File: src/rtl/intc_pkg.sv
// Shared types and register map for the RAT interrupt controller.
package intc_pkg;

   typedef enum logic [1:0] {
      IDLE    = 2'd0,
      ASSERT  = 2'd1,
      SERVICE = 2'd2
   } intc_state_t;

   localparam logic [1:0] OFS_MASK = 2'd0;
   localparam logic [1:0] OFS_PEND = 2'd1;
   localparam logic [1:0] OFS_ID   = 2'd2;
   localparam logic [1:0] OFS_STAT = 2'd3;

   localparam logic [7:0] ID_NONE = 8'h80;

endpackage

File: src/rtl/intc_prio_enc.sv
// Fixed-priority encoder: lowest set index wins; combinational.
module intc_prio_enc #(
   parameter int N_SRC = 8
) (
   input  logic [N_SRC-1:0] req_i,
   output logic             valid_o,
   output logic [2:0]       idx_o
);

   always_comb begin
      valid_o = 1'b0;
      idx_o   = 3'd0;
      // Scan downward so the last hit written is the lowest index.
      for (int i = N_SRC - 1; i >= 0; i--) begin
         if (req_i[i]) begin
            valid_o = 1'b1;
            idx_o   = 3'(i);
         end
      end
   end

endmodule

File: src/rtl/intr_ctrl.sv
// RAT interrupt controller: edge-latched pending, mask, claim/ACK/EOI handshake on the port bus.
// Optional INTC_SYNC_EN adds a 2-flop synchronizer on each IRQ_IN bit before edge detect.
module intr_ctrl
   import intc_pkg::*;
#(
   parameter int         N_SRC     = 8,
   parameter logic [7:0] BASE_PORT = 8'hF0
) (
   input  logic             CLK,
   input  logic             RESET,
   input  logic [N_SRC-1:0] IRQ_IN,
   input  logic [7:0]       PORT_ID,
   input  logic [7:0]       OUT_PORT,
   input  logic             IO_STRB,
   output logic             INTR,
   output logic [7:0]       RD_DATA,
   output logic             RD_HIT
);

   logic [N_SRC-1:0] irq_s, irq_q, edge_s;
   logic [N_SRC-1:0] mask_q, mask_d, pend_q, pend_d;
   logic [N_SRC-1:0] w1c_clr, ack_clr;
   logic [7:0]       mask8, pend8, pm8, ack_clr8, ofs;
   logic             wr, wr_mask, wr_pend, wr_ack, wr_eoi, ack_ok;
   logic             enc_valid;
   logic [2:0]       enc_idx, isr_id_q;
   logic             intr_q;
   intc_state_t      state_q;

`ifdef INTC_SYNC_EN
   logic [N_SRC-1:0] sync1_q, sync2_q;

   always_ff @(posedge CLK) begin
      if (RESET) begin
         sync1_q <= '0;
         sync2_q <= '0;
      end else begin
         sync1_q <= IRQ_IN;
         sync2_q <= sync1_q;
      end
   end
   assign irq_s = sync2_q;
`else
   assign irq_s = IRQ_IN;
`endif

   // Tracks the line through reset so a level held high is not seen as a new edge.
   always_ff @(posedge CLK) begin
      irq_q <= irq_s;
   end
   assign edge_s = irq_s & ~irq_q;

   assign ofs     = PORT_ID - BASE_PORT;
   assign RD_HIT  = (ofs < 8'd4);
   assign wr      = IO_STRB & RD_HIT;
   assign wr_mask = wr & (ofs[1:0] == OFS_MASK);
   assign wr_pend = wr & (ofs[1:0] == OFS_PEND);
   assign wr_ack  = wr & (ofs[1:0] == OFS_ID);
   assign wr_eoi  = wr & (ofs[1:0] == OFS_STAT);

   assign mask8 = 8'(mask_q);
   assign pend8 = 8'(pend_q);
   assign pm8   = pend8 & mask8;

   intc_prio_enc #(.N_SRC(N_SRC)) u_prio (
      .req_i   (pend_q & mask_q),
      .valid_o (enc_valid),
      .idx_o   (enc_idx)
   );

   assign ack_ok   = wr_ack && (state_q == ASSERT) && enc_valid && pm8[OUT_PORT[2:0]];
   assign ack_clr8 = ack_ok ? (8'd1 << OUT_PORT[2:0]) : 8'd0;
   assign ack_clr  = ack_clr8[N_SRC-1:0];
   assign w1c_clr  = wr_pend ? OUT_PORT[N_SRC-1:0] : '0;

   // A same-cycle edge re-sets the bit after any clear.
   assign pend_d = (pend_q & ~w1c_clr & ~ack_clr) | edge_s;
   assign mask_d = wr_mask ? OUT_PORT[N_SRC-1:0] : mask_q;

   always_ff @(posedge CLK) begin
      if (RESET) begin
         mask_q <= '0;
         pend_q <= '0;
      end else begin
         mask_q <= mask_d;
         pend_q <= pend_d;
      end
   end

   always_ff @(posedge CLK) begin
      if (RESET) begin
         state_q  <= IDLE;
         intr_q   <= 1'b0;
         isr_id_q <= 3'd0;
      end else begin
         case (state_q)
            IDLE: begin
               if (|(pend_q & mask_q)) begin
                  state_q <= ASSERT;
                  intr_q  <= 1'b1;
               end
            end
            ASSERT: begin
               if (ack_ok) begin
                  state_q  <= SERVICE;
                  intr_q   <= 1'b0;
                  isr_id_q <= OUT_PORT[2:0];
               end else if (!(|(pend_d & mask_d))) begin
                  state_q <= IDLE;
                  intr_q  <= 1'b0;
               end
            end
            SERVICE: begin
               if (wr_eoi) begin
                  state_q <= IDLE;
               end
            end
            default: begin
               state_q <= IDLE;
               intr_q  <= 1'b0;
            end
         endcase
      end
   end

   assign INTR = intr_q;

   always_comb begin
      RD_DATA = 8'h00;
      if (RD_HIT) begin
         case (ofs[1:0])
            OFS_MASK: RD_DATA = mask8;
            OFS_PEND: RD_DATA = pend8;
            OFS_ID:   RD_DATA = enc_valid ? {5'b0, enc_idx} : ID_NONE;
            default:  RD_DATA = {state_q, 3'b000, isr_id_q};
         endcase
      end
   end

endmodule

File: config.mk
export PLATFORM = sky130hd
export DESIGN_NAME = intr_ctrl
export DESIGN_NICKNAME = d
export VERILOG_FILES = /design/src/rtl/intc_pkg.sv /design/src/rtl/intc_prio_enc.sv /design/src/rtl/intr_ctrl.sv
export SDC_FILE = /design/constraint.sdc
export NUM_CORES = 1
export LEC_CHECK = 0
export ABC_AREA = 1
export CAP_MARGIN = 10
export CORE_MARGIN = 1
export CORE_UTILIZATION = 55
export DETAILED_ROUTE_END_ITERATION = 10
export GPL_TIMING_DRIVEN = 0
export PLACE_DENSITY = 0.85
export SYNTH_ARGS = -nofsm -noshare
export SYNTH_HDL_FRONTEND = slang
export SYNTH_HIERARCHICAL = 1
export SYNTH_SLANG_ARGS = --single-unit
export TNS_END_PERCENT = 10
File: constraint.sdc
create_clock -name CLK -period 5.4 [get_ports CLK]
set_clock_uncertainty 0.2 [all_clocks]
set_input_delay 1.62 -clock CLK [delete_from_list [all_inputs] [get_ports CLK]]
set_output_delay 1.62 -clock CLK [all_outputs]
set_load 0.01 [all_outputs]
Word-level counts from Yosys, hierarchy flattened
Cells that the tools add are included.
- register bits after elaboration: 30
- output and inout bits: 10
- word-level logic and storage cells: 76
- add/sub/neg operators: 1
- magnitude comparators: 2
- equal/unequal tests: 8
- shift-type cells: 1
- muxes and demuxes: 33
- bitwise logic cells: 15
- reductions and logical operators: 10
- operators by type and width (kind ; count):
    $and 8x8->8 ; 5
    $mux 8 ; 5
    $mux 3 ; 8
    $not 8->8 ; 3
    $pmux 8 s3 ; 1
    $reduce_or 8->1 ; 2
    $mux 1 ; 12
    $lt 8x3->1 const B ; 1
    $mux 2 ; 4
    $or 8x8->8 ; 1
    $shl 1x3->8 const A ; 1
    $sub 8x8->8 const B ; 1
    $eq 2x2->1 const B ; 3
    $pmux 2 s3 ; 1
    $reduce_and 3->1 ; 2
    $and 1x1->1 ; 5
    $eq 2x1->1 const B ; 2
    $logic_not 2->1 ; 2
    $lt 3x4->1 const B ; 1
    $ne 2x2->1 const B ; 2
    $bmux 1 s3 ; 1
    $logic_and 1x1->1 ; 3
    $ne 3x3->1 const B ; 1
    $pmux 1 s3 ; 1
    2 further kinds ; 2

Depth between registers and ports, before layout
Gate-level depths: netlist of the first run.
- depth after elaboration: 20
- mapped depth: 19
- depth with buffers taken out: 19

Hierarchy
Netlist of the first run, hierarchy kept.
- by module, submodules not included (module ; instances ; cells each ; area an instance (µm²) ; sequential area each (µm²)):
    intr_ctrl ; 1 ; 276 ; 1710.4 ; 600.6
    intc_prio_enc ; 1 ; 22 ; 98.8 ; 0.0

Worst setup path after synthesis of the first run
OpenSTA, ideal clock, no wires.
- path kind: input to output
- start: input PORT_ID[2]
- end: output RD_DATA[7]
- arrival time: 2299 ps
- data required time: 3580 ps
- setup slack: 1281 ps
- cell stages on the path: 3
- cell sequence: nor2_1 -> nand2_2 -> a211oi_1
- cells in the longest elaborated chain, start to end: 3
- RTL lines (what ; line ; text):
    start, declared ; intr_ctrl.sv:12 ; input logic [7:0] PORT_ID,
    $sub 8x8->8 ; intr_ctrl.sv:53 ; assign ofs = PORT_ID - BASE_PORT;
    $lt 8x3->1 ; intr_ctrl.sv:54 ; assign RD_HIT = (ofs < 8'd4);
    $mux 8 ; intr_ctrl.sv:130 ; if (RD_HIT) begin
    end, declared ; intr_ctrl.sv:16 ; output logic [7:0] RD_DATA,
No other way between the ends.

Worst setup path after layout of the first run
- start: input PORT_ID[0]
- end: output RD_DATA[6]
- cells in the longest elaborated chain, start to end: 4
- elaborated cells on any way between the ends: 7
- those cells by class: add/sub (1); order compare (1); eq/ne (2); mux (2); reduce/logical (1)
- RTL lines (what ; line):
    $sub 8x8->8 (*) ; intr_ctrl.sv:53
    parallel branches: the longest is 2 deep, another holds $lt 8x3->1 ; -
    $mux 8 (*) ; intr_ctrl.sv:130
Every way passes the cells marked *.

==> impl_metrics.ini, run 1 <==
[timing]
fin_crit_sh_pct = 96.9
fmax_mhz = 191
rsz0062_at_grt = false
worst_pin_slew_ns = 0.578
hold_viol_final = 0
period_needed_ns = 5.23
fin_tns_setup_ns = 0
setup_violations = 0
finalMaxSlewViolations = 0
relSlewSlack_pct = 61.5
layout_setup_ws_ns = 0.166

[critical_path]
cpMostUsedCell = clkdlybuf4s50_1
crit_path_top_delay_cell = clkdlybuf4s50_1
timing.critical_path.from = PORT_ID[0]
path_class = in -> out
crit_arrival_ns = 3.41
cpPeakStageDelay_ns = 0.55
critPathRequiredTime_ns = 3.58
path_cells = clkdlybuf4s50_1 -> nor2_2 -> nand2_1 -> a31oi_1 -> clkdlybuf4s50_1
r2r_start = pend8[0]$_SDFF_PP0_
start_kind = input port
worstPathMaxFanout = 8
endpoint_kind = primary output

[synthesis]
synth_cells = 298
synth_area_leader_cell = dfxtp_1
seq_area_frac_synth_pct = 33.2
syn_nets = 325
yosysUniqueCellTypes = 29
yosys_warnings = 6
synth_area_per_cell_um2 = 6.07
syn-cell-area_mm2 = 0.00181
synth_seq_cells = 30
synth_edf_count = 0
async_flop_share_pct = 0
synth.area.top_cells = dfxtp_1 (33%), nand2_1 (20%), inv_1 (9.5%)
synth-main-ff-cell = dfxtp_1
synth_top_cell_area_share_pct = 33.2

[routing]
routedWlPerCell_um = 11.6
dr_wl_met2_um = 1960
num_vias = 1963
top_layer_used = met4
met3_length_um = 369
first_pass_iters = 5
routed_wirelength_um = 4450
via_per_inst = 5.13
drt_iter0_markers = 127
ant_nets = 0
route.detailed.drc = 0
m1WireLength_um = 2030

[clock_tree]
cts_buffer_depth = 2
tritoncts = yes
root_buffer = clkbuf_4
hold_buffers = 0
clk-insertion-delay-late_ns = 0.32
clock_sinks = 30
cts_buffers = 5
ctsResizeCount = 0
clkTransAtPathRegs_ns = 0.08
cts.htree.levels = 2
post_cts_buffers = 0

[placement]
pre_cts_ws_ns = 0.190
place_congestion = 0.928
port_buffers = 34
dpl_cell_area_mm2 = 0.00220
dp_hpwl_um = 3360

[min_path]
hold_class = reg -> reg
hold_start = isr_id_q[2]$_SDFFE_PP0P_

[run_status]
status = completed

[floorplanning]
io_pins = 37
design.core.area_mm2 = 0.00308
num_rows = 20
die_w_um = 59.4
die-area_mm2 = 0.00352
die_y_um = 59.4
initial_utilization_pct = 58.8

[global_route]
grt_max_degree = 11
grt_pass1_wl_um = 7340
grt_usage_pct = 28.4
antenna_found_initial = 0
grt_pass1_vias = 1745
grt_overflow = 0

[cells_and_area]
area_delta_synth_final_pct = 24.3
stdcell_area_mm2 = 0.00225
final_nets = 366
insertedDiodeCount = 0
post-route-util_pct = 73.1
drive_gt1_share_pct = 8.55

[power]
power.density_mw_per_mm2 = 185
p_leak_nw = 1.12
p_total_w = 0.000417
ir_worst_vdd_mv = 0.187

[run]
drv_cap = 0
-- placed cells by master, fill, tap and decap left out, drive strengths merged, types with 5 or more instances in the layout --
cell type      instances
nand2                100
inv                   53
clkdlybuf4s50         34
nor2                  31
dfxtp                 30
a21oi                 17
o21ai                 15
nand3                 12
clkbuf                 9
a21boi                 7
nor3                   7
a31oi                  5
-- layout make-up --
cell class | instances | area [um2]
multi-input cells | 206 | 963
well taps | 44 | 55.1
plain buffers | 5 | 31.3
repair buffers | 34 | 340
fillers | 279 | 828
inverters | 57 | 214
clock buffers | 7 | 45.0
flip-flops and latches | 30 | 601
-- path summary, 6_finish.rpt --
check	to	slack [ns]	cells past startpoint
max	RD_DATA[6]	0.17	5
max reg2reg	INTR$_SDFFE_PP0P_	2.73	19
min reg2reg	isr_id_q[2]$_SDFFE_PP0P_	0.29	2
min	isr_id_q[2]$_SDFFE_PP0P_	0.29	2
-- cells by family after synthesis --
kind of cell / count (synthesis) / share of synthesized area [%]
buf+inv: 62 / 13.6
simple gates: 156 / 37.3
flops: 30 / 33.2
compound gates: 50 / 16.0
-- synth_stat cells (2+ instances only) --
library cell	n
o21ai_1	10
a21boi_0	3
nand2_1	97
inv_2	7
nor2_2	6
clkinv_1	4
clkbuf_1	2
nor3_1	4
inv_1	46
nand3_1	11
a31oi_1	5
a21boi_1	4
dfxtp_1	30
a22oi_1	4
nand4_1	4
nor2_1	24
o21ai_0	5
nand2_2	3
a21oi_1	17
nor3_2	3
-- flip-flops by register name, summed over array words and instances (netlist names) --
register and flops:
isr_id_q 3, state_q 2, INTR 1, mask8 8, pend8 8, irq_q 8
-- where the power goes --
part / internal, W / leakage [nW] / total (W) / switching [W]
combinational: 0.0000293 / 0.845 / 0.0000628 / 0.0000336
sequential: 0.000229 / 0.247 / 0.000233 / 0.00000421
clock: 0.0000490 / 0.0254 / 0.000121 / 0.0000724
total: 0.000307 / 1.12 / 0.000417 / 0.000110
-- routing by layer --
layer / track usage, % / vias to the layer above
met3: 6.77 / 10
li1: - / 1015
met2: 46.1 / 93
met5: 0 / -
met1: 36.0 / 845
met4: 11.9 / 0
-- worst max-delay path, delay by kind of cell --
kind	cells	cell delay, ns
compound gates	1	0.19
simple gates	2	0.52
buf+inv	2	1.06
-- per-stage QoR --
step / hold WS, ns / std cells
after global placement: 0.268 / 376
after floorplan: 0.241 / 298
after detailed placement: 0.270 / 376
final: 0.286 / 383
after CTS: 0.282 / 383
after global routing: 0.333 / 383
Note: power is estimated with default switching activity, not from simulation.
==> run 2, diff against run 1 <==
Settings changed: HOLD_SLACK_MARGIN set to 0.08.
==> results of run 2 <==
No change in the layout: final DEF, timing and power equal those of run 1.
